**src/rtl/alu_bist.sv**
```systemverilog
// Built-in self-test initiator for the datapath ALU: drives an LFSR vector stream
// across the supported ops and compresses each result into a 32-bit MISR.
module alu_bist #(
   parameter int          PATTERNS = 16,
   parameter logic [31:0] SEED     = 32'h0000_0001,
   parameter logic [31:0] GOLDEN   = 32'h0000_0000,
   parameter logic [31:0] POLY     = 32'h04C1_1DB7
) (
   input  logic        clk,
   input  logic        rst_n,
   input  logic        start,
   output logic        busy,
   output logic        done,
   output logic        pass,
   output logic [31:0] signature,
   output logic [3:0]  alu_op,
   output logic [31:0] alu_a,
   output logic [31:0] alu_b,
   input  logic [31:0] alu_z
);

   localparam logic [1:0] ST_IDLE = 2'd0;
   localparam logic [1:0] ST_RUN  = 2'd1;
   localparam logic [1:0] ST_DONE = 2'd2;

   localparam int          CNT_W    = $clog2(PATTERNS) + 1;
   localparam logic [CNT_W-1:0] PAT_LAST = CNT_W'(PATTERNS - 1);
   localparam logic [2:0]  OP_LAST  = 3'd5;
   localparam logic [31:0] SEED_EFF = (SEED == 32'h0) ? 32'h1 : SEED;
   localparam logic [31:0] B_MASK   = 32'hA5A5_A5A5;

   logic [1:0]       state_q, state_d;
   logic [31:0]      lfsr_q, lfsr_d;
   logic [31:0]      sig_q, sig_d;
   logic [2:0]       op_idx_q, op_idx_d;
   logic [CNT_W-1:0] pat_q, pat_d;
   logic             busy_q, busy_d;
   logic             done_q, done_d;
   logic             pass_q, pass_d;
   logic [3:0]       alu_op_q, alu_op_d;
   logic [31:0]      alu_a_q, alu_a_d;
   logic [31:0]      alu_b_q, alu_b_d;

   logic [31:0]      lfsr_next;
   logic [31:0]      misr_next;

   // Shared Galois shift used by both the LFSR and the MISR.
   function automatic logic [31:0] galois_step(input logic [31:0] v);
      galois_step = {v[30:0], 1'b0} ^ (v[31] ? POLY : 32'h0);
   endfunction

   function automatic logic [3:0] op_of(input logic [2:0] idx);
      case (idx)
         3'd0:    op_of = 4'd0;
         3'd1:    op_of = 4'd1;
         3'd2:    op_of = 4'd2;
         3'd3:    op_of = 4'd6;
         3'd4:    op_of = 4'd7;
         3'd5:    op_of = 4'd12;
         default: op_of = 4'd0;
      endcase
   endfunction

   function automatic logic [31:0] operand_b(input logic [31:0] l);
      operand_b = {l[15:0], l[31:16]} ^ B_MASK;
   endfunction

   assign lfsr_next = galois_step(lfsr_q);
   assign misr_next = galois_step(sig_q) ^ alu_z;

   always_comb begin
      state_d  = state_q;
      lfsr_d   = lfsr_q;
      sig_d    = sig_q;
      op_idx_d = op_idx_q;
      pat_d    = pat_q;
      busy_d   = busy_q;
      done_d   = done_q;
      pass_d   = pass_q;
      alu_op_d = alu_op_q;
      alu_a_d  = alu_a_q;
      alu_b_d  = alu_b_q;

      case (state_q)
         ST_IDLE, ST_DONE: begin
            if (start) begin
               state_d  = ST_RUN;
               lfsr_d   = SEED_EFF;
               sig_d    = 32'h0;
               op_idx_d = 3'd0;
               pat_d    = '0;
               busy_d   = 1'b1;
               done_d   = 1'b0;
               pass_d   = 1'b0;
               alu_op_d = op_of(3'd0);
               alu_a_d  = SEED_EFF;
               alu_b_d  = operand_b(SEED_EFF);
            end
         end
         ST_RUN: begin
            // Every RUN edge absorbs the result of the vector currently on alu_*.
            sig_d = misr_next;
            if ((op_idx_q == OP_LAST) && (pat_q == PAT_LAST)) begin
               state_d = ST_DONE;
               busy_d  = 1'b0;
               done_d  = 1'b1;
               pass_d  = (misr_next == GOLDEN);
            end else begin
               if (pat_q == PAT_LAST) begin
                  pat_d    = '0;
                  op_idx_d = op_idx_q + 3'd1;
               end else begin
                  pat_d = pat_q + 1'b1;
               end
               lfsr_d   = lfsr_next;
               alu_op_d = op_of(op_idx_d);
               alu_a_d  = lfsr_next;
               alu_b_d  = operand_b(lfsr_next);
            end
         end
         default: begin
            state_d = ST_IDLE;
            busy_d  = 1'b0;
            done_d  = 1'b0;
            pass_d  = 1'b0;
         end
      endcase
   end

   always_ff @(posedge clk or negedge rst_n) begin
      if (!rst_n) begin
         state_q  <= ST_IDLE;
         lfsr_q   <= SEED_EFF;
         sig_q    <= 32'h0;
         op_idx_q <= 3'd0;
         pat_q    <= '0;
         busy_q   <= 1'b0;
         done_q   <= 1'b0;
         pass_q   <= 1'b0;
         alu_op_q <= 4'd0;
         alu_a_q  <= 32'h0;
         alu_b_q  <= 32'h0;
      end else begin
         state_q  <= state_d;
         lfsr_q   <= lfsr_d;
         sig_q    <= sig_d;
         op_idx_q <= op_idx_d;
         pat_q    <= pat_d;
         busy_q   <= busy_d;
         done_q   <= done_d;
         pass_q   <= pass_d;
         alu_op_q <= alu_op_d;
         alu_a_q  <= alu_a_d;
         alu_b_q  <= alu_b_d;
      end
   end

   assign busy      = busy_q;
   assign done      = done_q;
   assign pass      = pass_q;
   assign signature = sig_q;
   assign alu_op    = alu_op_q;
   assign alu_a     = alu_a_q;
   assign alu_b     = alu_b_q;

endmodule

```
**config.mk**
```make
export PLATFORM = sky130hd
export DESIGN_NAME = alu_bist
export DESIGN_NICKNAME = d
export VERILOG_FILES = /design/src/rtl/alu_bist.sv
export SDC_FILE = /design/constraint.sdc
export NUM_CORES = 1
export LEC_CHECK = 0
export BUFFER_PORTS_ARGS = -buffer_cell sky130_fd_sc_hd__clkbuf_2
export CAP_MARGIN = 20
export CORE_AREA = 4 4 98 100
export DETAILED_ROUTE_END_ITERATION = 10
export DIE_AREA = 0 0 102 104
export PLACE_DENSITY = 0.88
export SETUP_SLACK_MARGIN = 0.05
export SLEW_MARGIN = 20
export SYNTH_ARGS = -nofsm -noshare
export SYNTH_HDL_FRONTEND = slang
export SYNTH_SLANG_ARGS = --single-unit
```
**constraint.sdc**
```tcl
create_clock -name clk -period 2.83 [get_ports clk]
set_clock_uncertainty 0.1 [all_clocks]
set_input_delay 0.566 -clock clk [delete_from_list [all_inputs] [get_ports clk]]
set_output_delay 0.566 -clock clk [all_outputs]
set_load 0.02 [all_outputs]
```
==> metrics.md <==
| Metric | Value |
|---|---|
| Status | `finished clean` |
| Post-synth EDFFs | `0` |
| Die Wd | `102 microns` |
| Die H | `104 microns` |
| Placed instance count | `634` |
| Die Area | `10600 sq um` |
| Synth async-reset ratio | `1.00` |
| Synthesis-stage register bit count | `97` |
| Setup tns final | `0 ns` |
| Mean Syn Cell Area | `10.5 sq um` |
| Final setup viols | `0` |
| DRC | `0` |
| Required time worst endpoint | `2.16 ns` |
| Hold Fails Final Rpt | `0` |
| Drt total wl | `10.9 mm` |
| Power per cell area | `1360 nW/um^2` |
| Synth cell types | `45` |
| Initial antenna violation count | `0` |
| Synth top area cells | `dfrtp_1, buf_4, a22o_1` |
| CTS clk-pin slew, worst paths | `0.10 ns` |
| Port Buffers | `137` |
| Final Instance Area | `5380 sq um` |
| Io pins | `138` |
| Area leader, netlist | `dfrtp_1` |
| Syn nets | `489` |
| Fin crit share | `0.769` |
| Commonest cells post-synth | `dfrtp_1, buf_4, nand2_1` |
| Worst EP arrival | `1.51 ns` |
| Fin cells | `650` |
| Max-slew headroom | `0.622` |
| TritonCTS Buffers | `9` |
| Fmax achieved | `460 MHz` |
| Cell Area, Placed | `5180 sq um` |
| Synthesized instance count | `451` |
| Setup CP Type | `reg -> out` |
| PostCTS Resize Cnt | `0` |
| Lkg Pwr | `2.65 nW` |
| Cell Rows | `34` |
| # fillers | `726` |
| Tightest Pin Transition | `0.568 ns` |
| Pin count of the biggest net entering global routing | `56` |
| CTS tree | `done` |
| Crit-path max FO | `13` |
| Post-layout net count | `575` |
| Ys flop type | `dfrtp_1` |
| Via count | `3582` |
| Post-DP HPWL | `7.99 mm` |
| RSZ-0062 raised after global routing | `false` |
| Most frequent cell after synthesis | `dfrtp_1` |
| Nature of the critical path startpoint | `register` |
| Sequential element share of the synthesized area | `0.512` |
| First-pass GRT wire length | `17.9 mm` |
| Initial Util | `0.547` |
| H-tree levels | `3` |
| Crit path time final | `2.18 ns` |
| Hold-fix buffers, CTS | `0` |
| GP Congestion | `0.933` |
| Worst setup EP type | `output pin` |
| Ys Warns | `0` |
| Violation count after the first detailed-route iteration | `118` |
| Max-cap violation count | `0` |
| Maximum VDD drop | `0.641 mV` |
| Gr usage total | `0.212` |
| Core area | `8680 sq um` |
| Share of layout cells above drive strength 1 | `0.319` |
| Multi-input gate area | `1840 sq um` |
| Register area | `2430 sq um` |
| Post-route total power | `7.30 mW` |
| Post-CTS setup buffers | `0` |
| Cell Area, Synth | `4750 sq um` |
| Vias per cell | `5.51` |
| Depth of the worst register-to-register path | `7` |
| Min-Delay Path Class | `in -> async` |
| Clk Latency, worst-skew pair | `0.36 ns` |
| Area delta synth->final | `13.3%` |
| Share of the synthesized area in the top cell type | `0.506` |
| DR pass1 iterations | `4` |
| Gr ovfl total | `0` |
| Post-route ant nets | `0` |
| Vias in the first global route | `3554` |
| Num Clock Sinks | `97` |
| Final Max Slew Viols | `0` |
| CTS Root Cell | `clkbuf_8` |
| Mean routed wirelength per cell | `16.8 microns` |
| Longest Clk Path Bufs | `2` |
| Number of diodes | `0` |
-- worst paths after layout --
check | startpoint | end | slack (ns)
min | rst_n | lfsr_q[29]$_DFFE_PN0P_ | 0.09
max reg2reg | pat_q[0]$_DFFE_PN0P_ | pat_q[2]$_DFFE_PN0P_ | 0.74
min reg2reg | alu_op[3]$_DFFE_PN0P_ | alu_op[3]$_DFFE_PN0P_ | 0.42
max in group asynchronous | rst_n | lfsr_q[0]$_DFFE_PN1P_ | 1.81
max | signature[31]$_DFFE_PN0P_ | signature[31] | 0.65
min in group clk | alu_op[3]$_DFFE_PN0P_ | alu_op[3]$_DFFE_PN0P_ | 0.42
-- sequential cells by signal (all words and copies together), names as in the netlist --
name,count
signature,32
lfsr_q,31
alu_b,16
pat_q,5
alu_op,4
op_idx_q,3
alu_a,2
state_q,2
busy,1
pass,1
-- cell usage in the layout, fill, tap and decap left out, types with 2 or more instances in the layout --
cell type,Yosys,final
nor4_1,5,5
or2_2,2,2
a21oi_1,8,8
a32o_1,4,4
inv_6,0,2
o31ai_1,6,6
a22o_1,34,34
nor2_1,42,41
a31oi_1,2,2
xor2_1,26,26
nand2b_1,3,3
nand3_1,12,12
clkbuf_2,0,136
a21o_1,8,8
inv_8,0,3
ha_1,3,3
xnor2_1,33,33
o22a_1,2,2
mux2i_1,2,2
clkinv_4,0,2
o21ai_0,16,16
nand2_1,48,48
o21ai_1,4,4
dfrtp_1,96,96
nand4_1,3,3
clkbuf_8,0,9
o211ai_1,2,2
buf_4,50,9
inv_1,2,2
-- critical path, stage by stage (launching register included) --
cell	delay, ns
dfrtp_1	0.66
buf_4	0.30
clkbuf_2	0.20
-- power by group --
part | total [mW] | switching [mW] | internal (mW)
clock | 0.884 | 0.536 | 0.348
combinational | 3.64 | 2.17 | 1.47
sequential | 2.78 | 0.713 | 2.07
-- cells by family (layout without fill, tap and decap cells) --
kind of cell / Yosys count / count (layout) / synth area share
adder cells (fa/ha/maj): 3 / 3 / 0.00791
multiplexers: 2 / 2 / 0.00422
flip-flops: 97 / 97 / 0.512
buffers and inverters: 74 / 165 / 0.103
AND/OR/NAND/NOR: 125 / 125 / 0.121
XOR/XNOR: 59 / 59 / 0.109
AO/OA/AOI/OAI: 91 / 91 / 0.144
-- final cells by class --
| type | instances | area share |
|---|---|---|
| flip-flops and latches | 97 | 0.452 |
| multi-input cells | 280 | 0.342 |
| repair buffers | 146 | 0.143 |
| well taps | 108 | 0.0251 |
| clock buffers | 9 | 0.0230 |
| clock inverters | 7 | 0.0128 |
| inverters | 3 | 0.00209 |
-- metal layers --
layer / vias to the layer above / part of all wire / GRT usage / routed length (microns)
met3: 19 / 0.069 / 0.0396 / 751
met4: 0 / 0.023 / 0.0815 / 250
met1: 1737 / 0.42 / 0.282 / 4630
met5: - / 0 / 0 / 0
met2: 153 / 0.48 / 0.339 / 5300
li1: 1673 / - / - / -
-- stage by stage --
stage	setup slack [ns]	utilization	hold WS (ns)
after global placement	0.861	0.597	0.381
after floorplan	0.976	-	0.170
after CTS	0.649	0.620	0.0908
final	0.654	0.620	0.0913
after global routing	0.564	0.620	0.111
after detailed placement	0.746	0.597	0.394
Note: power is estimated with default switching activity, not from simulation.
